[config.mk]
export PLATFORM = sky130hd
export DESIGN_NAME = keypad_scan_fifo_flat
export DESIGN_NICKNAME = d
export VERILOG_FILES = /design/src/rtl/keypad_scan_fifo_if.sv /design/src/rtl/keypad_scan_fifo.sv /design/src/flat_wrapper.sv
export SDC_FILE = /design/constraint.sdc
export NUM_CORES = 1
export LEC_CHECK = 0
export ABC_AREA = 1
export CORE_ASPECT_RATIO = 0.8
export CORE_MARGIN = 2
export CORE_UTILIZATION = 25
export CTS_CLUSTER_DIAMETER = 60
export DETAILED_ROUTE_END_ITERATION = 12
export PLACE_DENSITY = 0.49
export SYNTH_ARGS = -nofsm -noshare
export SYNTH_HDL_FRONTEND = slang
export SYNTH_SLANG_ARGS = --single-unit
[constraint.sdc]
create_clock -name CLK -period 4.55 [get_ports CLK]
set_input_delay 0.91 -clock CLK [delete_from_list [all_inputs] [get_ports CLK]]
set_output_delay 0.91 -clock CLK [all_outputs]
set_load 0.01 [all_outputs]
[src/rtl/keypad_scan_fifo_if.sv]
// CPU register window for keypad_scan_fifo: DATA (addr=0) and STATUS (addr=1).
// rdata is combinational from addr and block state.
interface keypad_scan_fifo_if;
  logic        addr;
  logic        rd_en;
  logic        wr_en;
  logic [15:0] wdata;
  logic [15:0] rdata;

  modport master (
    output addr, rd_en, wr_en, wdata,
    input  rdata
  );

  modport slave (
    input  addr, rd_en, wr_en, wdata,
    output rdata
  );
endinterface

[src/rtl/keypad_scan_fifo.sv]
// Column-scanned keypad with per-key debounce and a key-code FIFO.
// Define KEYPAD_RELEASE_EN to also queue release codes (DATA[15]=1).
module keypad_scan_fifo #(
  parameter int ROWS       = 4,
  parameter int COLS       = 4,
  parameter int SCAN_DIV   = 16000,
  parameter int DEBOUNCE   = 8,
  parameter int FIFO_DEPTH = 8
) (
  input  logic              CLK,
  input  logic              RST,
  output logic [COLS-1:0]   col_o,
  input  logic [ROWS-1:0]   row_i,
  keypad_scan_fifo_if.slave bus
);
  localparam int NK = ROWS * COLS;
  localparam int CW = (COLS > 1) ? $clog2(COLS) : 1;
  localparam int DW = $clog2(SCAN_DIV);
  localparam int BW = $clog2(DEBOUNCE + 1);
  localparam int AW = $clog2(FIFO_DEPTH);
  localparam int NW = AW + 1;

  logic [ROWS-1:0]         s1_q, s2_q, hit;
  logic [CW-1:0]           col_q, col_d;
  logic [DW-1:0]           dwell_q, dwell_d;
  logic [NK-1:0]           db_q, db_d;
  logic [NK-1:0]           pend_q, pend_d;
  logic [NK-1:0]           kind_q, kind_d;
  logic [NK-1:0][BW-1:0]   cnt_q, cnt_d;
  logic [8:0]              mem_q [FIFO_DEPTH];
  logic [AW-1:0]           wp_q, wp_d, rp_q, rp_d;
  logic [NW-1:0]           n_q, n_d;
  logic                    ovf_q, ovf_d;
  logic                    sample, push, pop, flush, ovf_clr;
  logic                    full, empty, wr_mem, kind;
  logic [7:0]              code;
  logic [NK-1:0]           serve;
  logic                    unused;

  assign unused = ^{bus.wdata[15:3], bus.wdata[1]};
  assign hit    = ~s2_q;

  always_comb begin
    sample  = dwell_q == DW'(SCAN_DIV - 1);
    dwell_d = sample ? '0 : dwell_q + 1'b1;
    col_d   = col_q;
    if (sample)
      col_d = (col_q == CW'(COLS - 1)) ? '0 : col_q + 1'b1;
    col_o         = '1;
    col_o[col_q]  = 1'b0;
  end

  // Lowest pending key index wins, so lower rows go first.
  always_comb begin
    serve = '0;
    code  = '0;
    kind  = 1'b0;
    for (int k = NK - 1; k >= 0; k--)
      if (pend_q[k]) begin
        serve    = '0;
        serve[k] = 1'b1;
        code     = 8'(k);
        kind     = kind_q[k];
      end
    push = |pend_q;
  end

  always_comb begin
    db_d   = db_q;
    cnt_d  = cnt_q;
    pend_d = pend_q & ~serve;
    kind_d = kind_q;
    for (int k = 0; k < NK; k++)
      if (sample && (k % COLS) == int'(col_q)) begin
        if (hit[k / COLS] == db_q[k]) begin
          cnt_d[k] = '0;
        end else if (cnt_q[k] + 1'b1 == BW'(DEBOUNCE)) begin
          cnt_d[k] = '0;
          db_d[k]  = ~db_q[k];
`ifdef KEYPAD_RELEASE_EN
          pend_d[k] = 1'b1;
          kind_d[k] = db_q[k];
`else
          pend_d[k] = ~db_q[k];
          kind_d[k] = 1'b0;
`endif
        end else begin
          cnt_d[k] = cnt_q[k] + 1'b1;
        end
      end
  end

  always_comb begin
    empty   = n_q == '0;
    full    = n_q == NW'(FIFO_DEPTH);
    pop     = bus.rd_en && !bus.addr && !empty;
    flush   = bus.wr_en && bus.addr && bus.wdata[0];
    ovf_clr = bus.wr_en && bus.addr && bus.wdata[2];
    wr_mem  = push && (!full || pop) && !flush;
    wp_d    = wp_q;
    rp_d    = rp_q;
    n_d     = n_q;
    ovf_d   = ovf_q & ~ovf_clr;
    if (flush) begin
      wp_d = '0;
      rp_d = '0;
      n_d  = '0;
    end else begin
      if (wr_mem) wp_d = wp_q + 1'b1;
      if (pop)    rp_d = rp_q + 1'b1;
      n_d = n_q + NW'(wr_mem) - NW'(pop);
      if (push && full && !pop) ovf_d = 1'b1;
    end
  end

  always_comb begin
    if (bus.addr)
      bus.rdata = {8'(n_q), 5'b0, ovf_q, full, !empty};
    else if (empty)
      bus.rdata = 16'hFFFF;
    else
      bus.rdata = {mem_q[rp_q][8], 7'b0, mem_q[rp_q][7:0]};
  end

  always_ff @(posedge CLK) begin
    if (wr_mem) mem_q[wp_q] <= {kind, code};
  end

  always_ff @(posedge CLK or negedge RST) begin
    if (!RST) begin
      s1_q    <= '1;
      s2_q    <= '1;
      col_q   <= '0;
      dwell_q <= '0;
      db_q    <= '0;
      cnt_q   <= '0;
      pend_q  <= '0;
      kind_q  <= '0;
      wp_q    <= '0;
      rp_q    <= '0;
      n_q     <= '0;
      ovf_q   <= 1'b0;
    end else begin
      s1_q    <= row_i;
      s2_q    <= s1_q;
      col_q   <= col_d;
      dwell_q <= dwell_d;
      db_q    <= db_d;
      cnt_q   <= cnt_d;
      pend_q  <= pend_d;
      kind_q  <= kind_d;
      wp_q    <= wp_d;
      rp_q    <= rp_d;
      n_q     <= n_d;
      ovf_q   <= ovf_d;
    end
  end

  // Serialised edges must drain before the next column sample.
  a_pend_drained: assert property (
    @(posedge CLK) disable iff (!RST)
    !(sample && |(pend_q & ~serve))
  );
endmodule

[src/flat_wrapper.sv]
// flat-port wrapper written by rule: the top's interface ports become plain ports
module keypad_scan_fifo_flat 
#(
  parameter int ROWS       = 4,
  parameter int COLS       = 4,
  parameter int SCAN_DIV   = 16000,
  parameter int DEBOUNCE   = 8,
  parameter int FIFO_DEPTH = 8
)
  (CLK, RST, col_o, row_i, bus_addr, bus_rd_en, bus_wr_en, bus_wdata, bus_rdata);
  keypad_scan_fifo_if bus_i ();
  input  logic CLK;
  input  logic RST;
  output logic [COLS-1:0] col_o;
  input  logic [ROWS-1:0] row_i;
  input wire logic [$bits(bus_i.addr)-1:0] bus_addr;
  input wire logic [$bits(bus_i.rd_en)-1:0] bus_rd_en;
  input wire logic [$bits(bus_i.wr_en)-1:0] bus_wr_en;
  input wire logic [$bits(bus_i.wdata)-1:0] bus_wdata;
  output wire logic [$bits(bus_i.rdata)-1:0] bus_rdata;
  assign bus_i.addr = bus_addr;
  assign bus_i.rd_en = bus_rd_en;
  assign bus_i.wr_en = bus_wr_en;
  assign bus_i.wdata = bus_wdata;
  assign bus_rdata = bus_i.rdata;
  keypad_scan_fifo #(.ROWS(ROWS), .COLS(COLS), .SCAN_DIV(SCAN_DIV), .DEBOUNCE(DEBOUNCE), .FIFO_DEPTH(FIFO_DEPTH)) u_core (.CLK(CLK), .RST(RST), .col_o(col_o), .row_i(row_i), .bus(bus_i));
endmodule
==> metrics.txt, run 1 <==
Skew-Pair Late Insertion Delay=0.43 ns; GRT Overall Usage=10.8%; antenna cells=0; Critical path origin=u_core.rp_q[0]; CP endpoint kind=output pin; pin count of the biggest net entering global routing=77; ranking of synthesized cells by area=dfrtp_1 (38%), edfxtp_1 (12%), nand2_1 (8.7%); initial antenna violation count=0; CP Cell Sequence=buf_4 -> clkinv_1 -> nand2_1 -> a221oi_1 -> o22ai_1 -> inv_1 -> clkdlybuf4s50_1; RSZ-0062 raised after global routing=no; maximum vdd drop=223 uV; kind of start point of the critical path=register; Top Ports=45; H-tree depth=4; Final min period=3.51 ns; maximum clock rate=285 MHz; Avg WL per Cell=12.6 um; R2R cell count=12; Die Height=165 um; Mapped Nets=956; leading register cell type out of synthesis=dfrtp_1; 1st-pass router iterations=5; Yosys top cell area share=37.8%; commonest cells in the netlist=nand2_1 (188), dfrtp_1 (123), inv_1 (120); Worst Hold Class=register to register; Mapped Area=0.00815 mm^2; Pleak=0.00447 uW; layout cells sized above 1=6.38%; filler instances=3433; setup TNS=0 ns; post-DP HPWL=12000 um; Async SR Flop Fraction=80.4%; root buf cell=clkbuf_16; Cell variety after synth=42; clock slew at reported path FFs=0.06 ns; outcome=completed; vias in the first global route=5582; FF+latch count, synth=163; vias=5774; CORE AREA=0.0323 mm^2; max incr delay on CP=0.55 ns; Pins Over Slew Limit=0; first-pass GRT wire length=28800 um; CTS Buf Count=17; die extent in x=206 um; PortBufs=30; postcts setup bufs=0; Synth-to-Final Area Change=15.9%; final net count=991; fin crit share=77.2%; CTS tree=yes; grt total ovfl=0; Min Hold Slack=0.355 ns; gpl congestion=0.773; synth warn=0; Clock Skews=0.00815 ns; ANT nets after route=0; Storage cell area=0.00425 mm^2; FF-to-FF setup slack=1.93 ns; final setup vio count=0; Synth Instances=892; drt drc=0; Max-Slew Margin vs Limit=37.0%; final WL=17200 um; Critical Path RT=3.64 ns; die area=0.0341 mm^2; clock sink count=163; most common cell in the netlist=nand2_1; final hold viol count=0; Initial DRC Count=383; Starting Density=25.2%; Critical R2R Launch=u_core.dwell_q[0]; Synth area leader=dfrtp_1; Critical Path Sink=bus_rdata[1]; proportion of synthesized chip area in sequential cells=52.2%; number of synthesized flops with an enable pin=32; power density cells=357 mW/mm^2; cell row count=59; slowest CP cell=clkdlybuf4s50_1; Post-CTS Resized=0; Worst-Margin Slew=0.937 ns; CTS max path bufs=2; Setup CP Type=register to output pin; Mapped Avg Cell Area=9.13 um^2; multi-input logic area=0.00331 mm^2; reg-to-reg endpoint=u_core.pend_q[2]; Max Cap Viol=0; CP arrival=2.60 ns; Vias/cell=4.22; fin util=29.2%; Worst Path Max Fanout=18; hold_buf cts=0
[layout by cell type (no fill, tap or decap), drive strengths merged, types with 5 or more instances in the layout]
cell	count
a21oi	42
a22o	10
clkbuf	18
clkdlybuf4s50	29
clkinv	11
dfrtp	123
dfstp	8
edfxtp	32
ha	38
inv	124
nand2	191
nand3	78
nand3b	5
nand4	17
nor2	76
o21ai	43
o22ai	8
o31ai	6
or2	7
xnor2	17
xor2	31
[critical path: cells and delay by family, from the launching register on]
family	cells	cell delay, ns
AO/OA/AOI/OAI	2	0.61
buffers and inverters	4	1.11
flip-flops	1	0.36
AND/OR/NAND/NOR	1	0.09
[layer usage]
metal	routed length, um	global-route usage, %
met1	9530	16.6
met2	6900	15.0
met3	579	2.55
met4	143	2.82
met5	0	0
[flip-flops by register name, summed over array words and instances (netlist names)]
name / count
u_core.pend_q: 16
u_core.wp_q: 3
u_core.n_q: 4
u_core.col_q: 2
u_core.mem_q: 32
u_core.s2_q: 4
u_core.dwell_q: 14
u_core.s1_q: 4
u_core.db_q: 16
u_core.ovf_q: 1
u_core.cnt_q: 64
u_core.rp_q: 3
[cell families after synthesis]
family	after synthesis	share of synthesized area [%]
and+or+nand+nor	377	20.6
DFF	163	52.2
buffers and inverters	142	7.16
AOI/OAI and AO/OA	123	8.88
xor gates and xnor gates	48	5.16
adders and majority gates	39	6.08
[stage by stage]
step / area [um^2] / setup WS (ns) / power [uW] / instances
6_report: 9440 / 1.04 / 3370 / 1367
5_1_grt: 9440 / 0.792 / 3540 / 1367
4_1_cts: 9440 / 1.03 / 3420 / 1367
3_5_place_dp: 8890 / 1.03 / 2040 / 1335
3_3_place_gp: 8890 / 1.06 / 2040 / 1335
2_1_floorplan: 8150 / 2.02 / 1860 / 892
[final cells by class]
cell class | count | share of cell area (%)
tap | 427 | 5.66
sequential | 163 | 45.0
multi-input combinational | 587 | 35.1
clock inverter | 14 | 1.22
clock buffer | 18 | 4.55
timing repair buffer | 33 | 3.43
inverter | 125 | 5.00
[worst min-delay path by stage]
stage                endpoint      startpoint  cells past startpoint  slack [ns]
2_1_floorplan  u_core.s2_q[0]  u_core.s1_q[0]                      0        0.35
3_3_place_gp   u_core.s2_q[1]  u_core.s1_q[1]                      0        0.35
3_5_place_dp   u_core.s2_q[3]  u_core.s1_q[3]                      0        0.35
4_1_cts        u_core.s2_q[3]  u_core.s1_q[3]                      0        0.36
5_1_grt        u_core.s2_q[2]  u_core.s1_q[2]                      0        0.36
6_report       u_core.s2_q[2]  u_core.s1_q[2]                      0        0.35
[where the power goes]
group / internal [uW] / switching (uW) / total (uW)
clock network: 748 / 609 / 1360
registers: 1520 / 35.6 / 1560
logic: 191 / 263 / 453
total: 2460 / 907 / 3370
(Power assumes the default switching activity.)
==> run 2, diff against run 1 <==
--- a/config.mk
+++ b/config.mk
@@ -11,7 +11,7 @@
 export CORE_UTILIZATION = 25
 export CTS_CLUSTER_DIAMETER = 60
 export DETAILED_ROUTE_END_ITERATION = 12
-export PLACE_DENSITY = 0.49
+export PLACE_DENSITY = 0.5
 export SYNTH_ARGS = -nofsm -noshare
 export SYNTH_HDL_FRONTEND = slang
 export SYNTH_SLANG_ARGS = --single-unit
==> constraint.sdc (replaced) <==
create_clock -name CLK -period 2.9 [get_ports CLK]
set_input_delay 0.58 -clock CLK [delete_from_list [all_inputs] [get_ports CLK]]
set_output_delay 0.58 -clock CLK [all_outputs]
set_load 0.01 [all_outputs]
==> run 2 against run 1 <==
Net effect: sequential cell count unchanged; power rose by 62%; die area unchanged; final area increased by 2.0%; worst hold slack got worse by 0.24 ns; critical path type unchanged; register-to-register slack got worse by 1.4 ns; sequential power grew 56%; combinational power increased by 72%; sequential share of layout area down 0.88 points; global-route usage rose by 0.19 points.
==> metrics.txt, run 2 (synthesis gave the netlist of run 1 again) <==
H-tree depth=4 (unchanged); Worst Hold Class=input pin to async pin (was register to register); Final min period=2.66 ns; cell row count=59 (unchanged); R2R cell count=10 (was 12); Pleak=0.00461 uW (was 0.00447 uW); CTS max path bufs=2 (unchanged); Vias/cell=4.28 (was 4.22); CP Cell Sequence=inv_1 -> ha_1 -> nand2_1 -> nor2_1 -> inv_1 -> o21ai_0 -> clkdlybuf4s50_1 (was buf_4 -> clkinv_1 -> nand2_1 -> a221oi_1 -> o22ai_1 -> inv_1 -> clkdlybuf4s50_1); gpl congestion=0.784 (was 0.773); Setup CP Type=register to output pin (unchanged); Critical Path RT=2.32 ns (was 3.64 ns); Initial DRC Count=386 (was 383); max reg flops=64 (unchanged); fin worst setup slack=0.244 ns (was 1.04 ns); final net count=1005 (was 991); outcome=completed (unchanged); WP depth=7 (unchanged); RSZ-0062 raised after global routing=no (unchanged); CTS tree=yes (unchanged); 1st-pass router iterations=6 (was 5); CP arrival=2.08 ns (was 2.60 ns); most frequent cells in the layout=nand2_1 (188), dfrtp_1 (123), inv_1 (120) (unchanged); Worst Path Max Fanout=4 (was 18); Max-Slew Margin vs Limit=57.0% (was 37.0%); CTS Buf Count=17 (unchanged); final hold viol count=0 (unchanged); Max Cap Viol=0 (unchanged); Clock Skews=0.0120 ns (was 0.00815 ns); Synth-to-Final Area Change=18.2% (was 15.9%); vias in the first global route=5760 (was 5582); vias=5915 (was 5774); grt total ovfl=0 (unchanged); GRT Overall Usage=11.0% (was 10.8%); Starting Density=25.2% (unchanged); Top Ports=45 (unchanged); multi-input logic area=0.00332 mm^2 (was 0.00331 mm^2); first-pass GRT wire length=29400 um (was 28800 um); root buf cell=clkbuf_16 (unchanged); max incr delay on CP=0.56 ns (was 0.55 ns); fin crit share=91.6%; postcts setup bufs=0 (unchanged); clock slew at reported path FFs=0.06 ns (about the same); most common cell after layout, fill and taps aside=nand2_1 (unchanged); kind of start point of the critical path=register (unchanged); power density cells=566 mW/mm^2 (was 357 mW/mm^2); CP endpoint kind=output pin (unchanged); setup TNS=0 ns (unchanged); die area=0.0341 mm^2 (unchanged); ANT nets after route=0 (unchanged); die extent in x=206 um (unchanged); drt drc=0 (unchanged); placed cell count=1349 (was 1335); slowest CP cell=clkdlybuf4s50_1 (unchanged); Buffers & Inverters on Critical Path=3 (was 4); initial antenna violation count=0 (unchanged); Top reg by flops=u_core.cnt_q (unchanged); layout cells sized above 1=8.07% (was 6.38%); CP most frequent cell=inv_1; clock sink count=163 (unchanged); Skew-Pair Late Insertion Delay=0.43 ns (about the same); final WL=17200 um (about the same); pin count of the biggest net entering global routing=53 (was 77); final setup vio count=0 (unchanged); largest delay contributor family on the critical path=buffers and inverters (unchanged); Die Height=165 um (unchanged); antenna cells=0 (unchanged); filler instances=3453 (was 3433); Avg WL per Cell=12.5 um (was 12.6 um); post-DP HPWL=12400 um (was 12000 um); Final Non-Filler Cells=1381 (was 1367); CORE AREA=0.0323 mm^2 (unchanged); Storage cell area=0.00425 mm^2 (unchanged); Worst-Margin Slew=0.643 ns (was 0.937 ns); Largest regs=u_core.cnt_q: 64 flops, u_core.mem_q: 32 flops (unchanged); hold_buf cts=0 (unchanged); Place WS=0.0710 ns (was 1.03 ns); maximum clock rate=377 MHz; Pins Over Slew Limit=0 (unchanged); maximum vdd drop=406 uV (was 223 uV); PortBufs=30 (unchanged)
[run 2: changes by cell type in the layout (fill, tap and decap cells not counted), sizes merged]
cell and change:
dlymetal6s2s +3, buf +14, clkdlybuf4s50 -3, clkinv -4, clkinvlp -1, bufinv +1
clkbuf +4
[run 2: area by class of cell]
class / instances / share of cell area [%]
timing repair buffer: 47 / 4.84
multi-input combinational: 587 / 34.5
clock inverter: 10 / 1.13
clock buffer: 22 / 4.93
tap: 427 / 5.55
inverter: 125 / 4.93
sequential: 163 / 44.1
[run 2: per-stage QoR]
step                      utilization, %  hold WS (ns)  power, uW  area (um^2)
after floorplan                        -         0.284       2920         8150
after global placement              27.9         0.347       3240         9020
after detailed placement            27.9         0.347       3250         9020
after CTS                           29.7         0.131       5530         9620
after global routing                29.8         0.161       5730         9630
final                               29.8         0.119       5450         9630
[run 2: routing by layer]
metal | track usage (%) | routed length [um]
met3 | 2.53 | 579
met4 | 3.05 | 171
met5 | 0 | 0
met2 | 15.9 | 6930
met1 | 16.3 | 9540
[run 2: where the power goes]
part           total (uW)  internal [uW]  switching [uW]
sequential           2430           2390            41.8
combinational         778            335             443
clock                2240           1330             911
[run 2: worst paths after layout]
path                                         end        startpoint  slack (ns)
min in group CLK                  u_core.s2_q[2]    u_core.s1_q[2]        0.36
max in group asynchronous         u_core.s2_q[0]               RST        2.12
worst min register to register    u_core.s2_q[2]    u_core.s1_q[2]        0.36
worst max register to register     u_core.n_q[2]  u_core.pend_q[0]        0.49
worst min-delay path            u_core.cnt_q[34]               RST        0.12
worst max-delay path               bus_rdata[11]     u_core.n_q[2]        0.24
[run 2: repair_timing]
action	CTS	global route
endpoints found under the setup margin	3	3
cloned	0	0
hold endpoints to repair	0	0
gates resized for setup	3	4
==> run 3, diff against run 2 <==
--- a/config.mk
+++ b/config.mk
@@ -12,6 +12,7 @@
 export CTS_CLUSTER_DIAMETER = 60
 export DETAILED_ROUTE_END_ITERATION = 12
 export PLACE_DENSITY = 0.5
+export SETUP_SLACK_MARGIN = 0.02
 export SYNTH_ARGS = -nofsm -noshare
 export SYNTH_HDL_FRONTEND = slang
 export SYNTH_SLANG_ARGS = --single-unit
==> run 3 against run 2 <==
Net effect: critical path type unchanged; utilization hardly changed; combinational power is 1% higher; die area stayed put; via count is 0.12% higher; largest power group unchanged; clock power hardly changed; critical path depth stayed put.
==> metrics.txt, run 3 (synthesis gave the netlist of run 1 again) <==
Max-Slew Margin vs Limit=56.9% (was 57.0%); final hold viol count=0 (unchanged); Switching Share=25.7% (was 25.6%); Setup CP Type=register to output pin (unchanged); maximum clock rate=375 MHz (was 377 MHz); postcts setup bufs=0 (unchanged); die extent in x=206 um (unchanged); die area=0.0341 mm^2 (unchanged); Critical path origin=u_core.n_q[2] (unchanged); ANT nets after route=0 (unchanged); sequential share of power=44.5% (was 44.6%); Final min period=2.66 ns (about the same); outcome=completed (unchanged); final WL=17200 um (about the same); Largest regs=u_core.cnt_q: 64 flops, u_core.mem_q: 32 flops (unchanged); P_sw=1400 uW (about the same); initial antenna violation count=0 (unchanged); Worst-Margin Slew=0.644 ns (was 0.643 ns); Avg WL per Cell=12.5 um (about the same); Top reg by flops=u_core.cnt_q (unchanged); CP endpoint kind=output pin (unchanged); cell row count=59 (unchanged); setup TNS=0 ns (unchanged); GRT Overall Usage=11.0% (about the same); vias=5922 (was 5915); RSZ-0062 raised after global routing=no (unchanged); kind of start point of the critical path=register (unchanged); Logic pwr share=14.4% (was 14.3%); layout cells sized above 1=8.18% (was 8.07%); Top Ports=45 (unchanged); CORE AREA=0.0323 mm^2 (unchanged); power density cells=567 mW/mm^2 (was 566 mW/mm^2); hold_buf cts=0 (unchanged); Int Power=4060 uW (was 4050 uW); R2R cell count=10 (unchanged); CTS tree=yes (unchanged); clock sink count=163 (unchanged); Starting Density=25.2% (unchanged); max reg flops=64 (unchanged); filler instances=3454 (was 3453); 1st-pass router iterations=5 (was 6); clock power share=41.1% (about the same); Pleak=0.00460 uW (was 0.00461 uW); grt total ovfl=0 (unchanged); Synth-to-Final Area Change=18.3% (was 18.2%); root buf cell=clkbuf_16 (unchanged); H-tree depth=4 (unchanged); Die Height=165 um (unchanged); drt drc=0 (unchanged); most frequent cells in the layout=nand2_1 (188), dfrtp_1 (123), inv_1 (120) (unchanged); CTS max path bufs=2 (unchanged); post-DP HPWL=12400 um (unchanged); Critical R2R Launch=u_core.pend_q[0] (unchanged); antenna cells=0 (unchanged); pin count of the biggest net entering global routing=53 (unchanged); Skew-Pair Late Insertion Delay=0.43 ns (about the same); fin crit share=91.9% (was 91.6%); Pins Over Slew Limit=0 (unchanged); Worst Hold Class=input pin to async pin (unchanged); clock slew at reported path FFs=0.06 ns (about the same); total power=5460 uW (was 5450 uW); gpl congestion=0.784 (unchanged); most common cell after layout, fill and taps aside=nand2_1 (unchanged); Worst Path Max Fanout=4 (unchanged); Clock Skews=0.0120 ns (about the same); CTS Buf Count=17 (unchanged); first-pass GRT wire length=29400 um (about the same); PortBufs=30 (unchanged); Vias/cell=4.29 (was 4.28); maximum vdd drop=406 uV (about the same); Initial DRC Count=393 (was 386); Place WS=0.0710 ns (unchanged); CP arrival=2.08 ns (about the same); final net count=1005 (unchanged); fin worst setup slack=0.235 ns (was 0.244 ns); Max Cap Viol=0 (unchanged); vias in the first global route=5761 (was 5760); final setup vio count=0 (unchanged); Critical Path RT=2.32 ns (about the same)
[run 3: cell types whose count changed in the layout (fill, tap and decap cells not counted)]
cell,change
a221oi_1,-1
a221oi_2,+1
buf_4,-1
buf_6,+1
clkinv_4,+1
dlygate4sd2_1,+1
dlymetal6s2s_1,-1
inv_4,-1
[run 3: path summary, 6_finish.rpt]
path,to,slack (ns)
setup / recovery,bus_rdata[11],0.24
hold / removal,u_core.cnt_q[34],0.12
setup reg to reg,u_core.n_q[2],0.48
hold reg to reg,u_core.s2_q[2],0.36
max in group asynchronous,u_core.s2_q[0],2.12
min in group CLK,u_core.s2_q[2],0.36
[run 3: per-layer routing]
metal	wire length [um]	track usage, %	up-vias
li1	-	-	3022
met2	6950	15.9	76
met3	600	2.51	10
met5	0	0	-
met1	9540	16.3	2814
met4	150	2.92	0
[run 3: power by group through the flow]
stage / registers [uW] / logic [uW] / clock network, uW
finish: 2430 / 786 / 2240
global route: 2440 / 895 / 2410
CTS: 2430 / 800 / 2310
detailed placement: 2470 / 777 / 0
global placement: 2470 / 771 / 0
floorplan: 2450 / 462 / 0
[run 3: area by class of cell]
type                    count  area (um^2)  area share, %
flip-flops and latches    163         4250           44.1
multi-input cells         587         3330           34.5
well taps                 427          534           5.55
inverters                 125          477           4.95
clock buffers              22          474           4.92
repair buffers             47          465           4.83
clock inverters            10          109           1.13
[run 3: through the flow]
stage               hold WS [ns]  instance area [um^2]  instances  util (%)
finish                     0.119                  9630       1381      29.8
floorplan                  0.284                  8150        892         -
detailed placement         0.347                  9020       1349      27.9
global route               0.161                  9630       1381      29.8
CTS                        0.131                  9630       1381      29.8
global placement           0.347                  9020       1349      27.9
[run 3: worst max-delay path: stages, from the launching register on]
cell and delay [ns]:
dfrtp_1 0.36, inv_1 0.12, ha_1 0.19, nand2_1 0.13, nor2_1 0.16, inv_1 0.08, o21ai_0 0.08, clkdlybuf4s50_1 0.56
[run 3: timing repair]
action,in CTS,in global routing
endpoints found under the setup margin,3,2
hold endpoints to repair,0,0
resized for setup,7,2
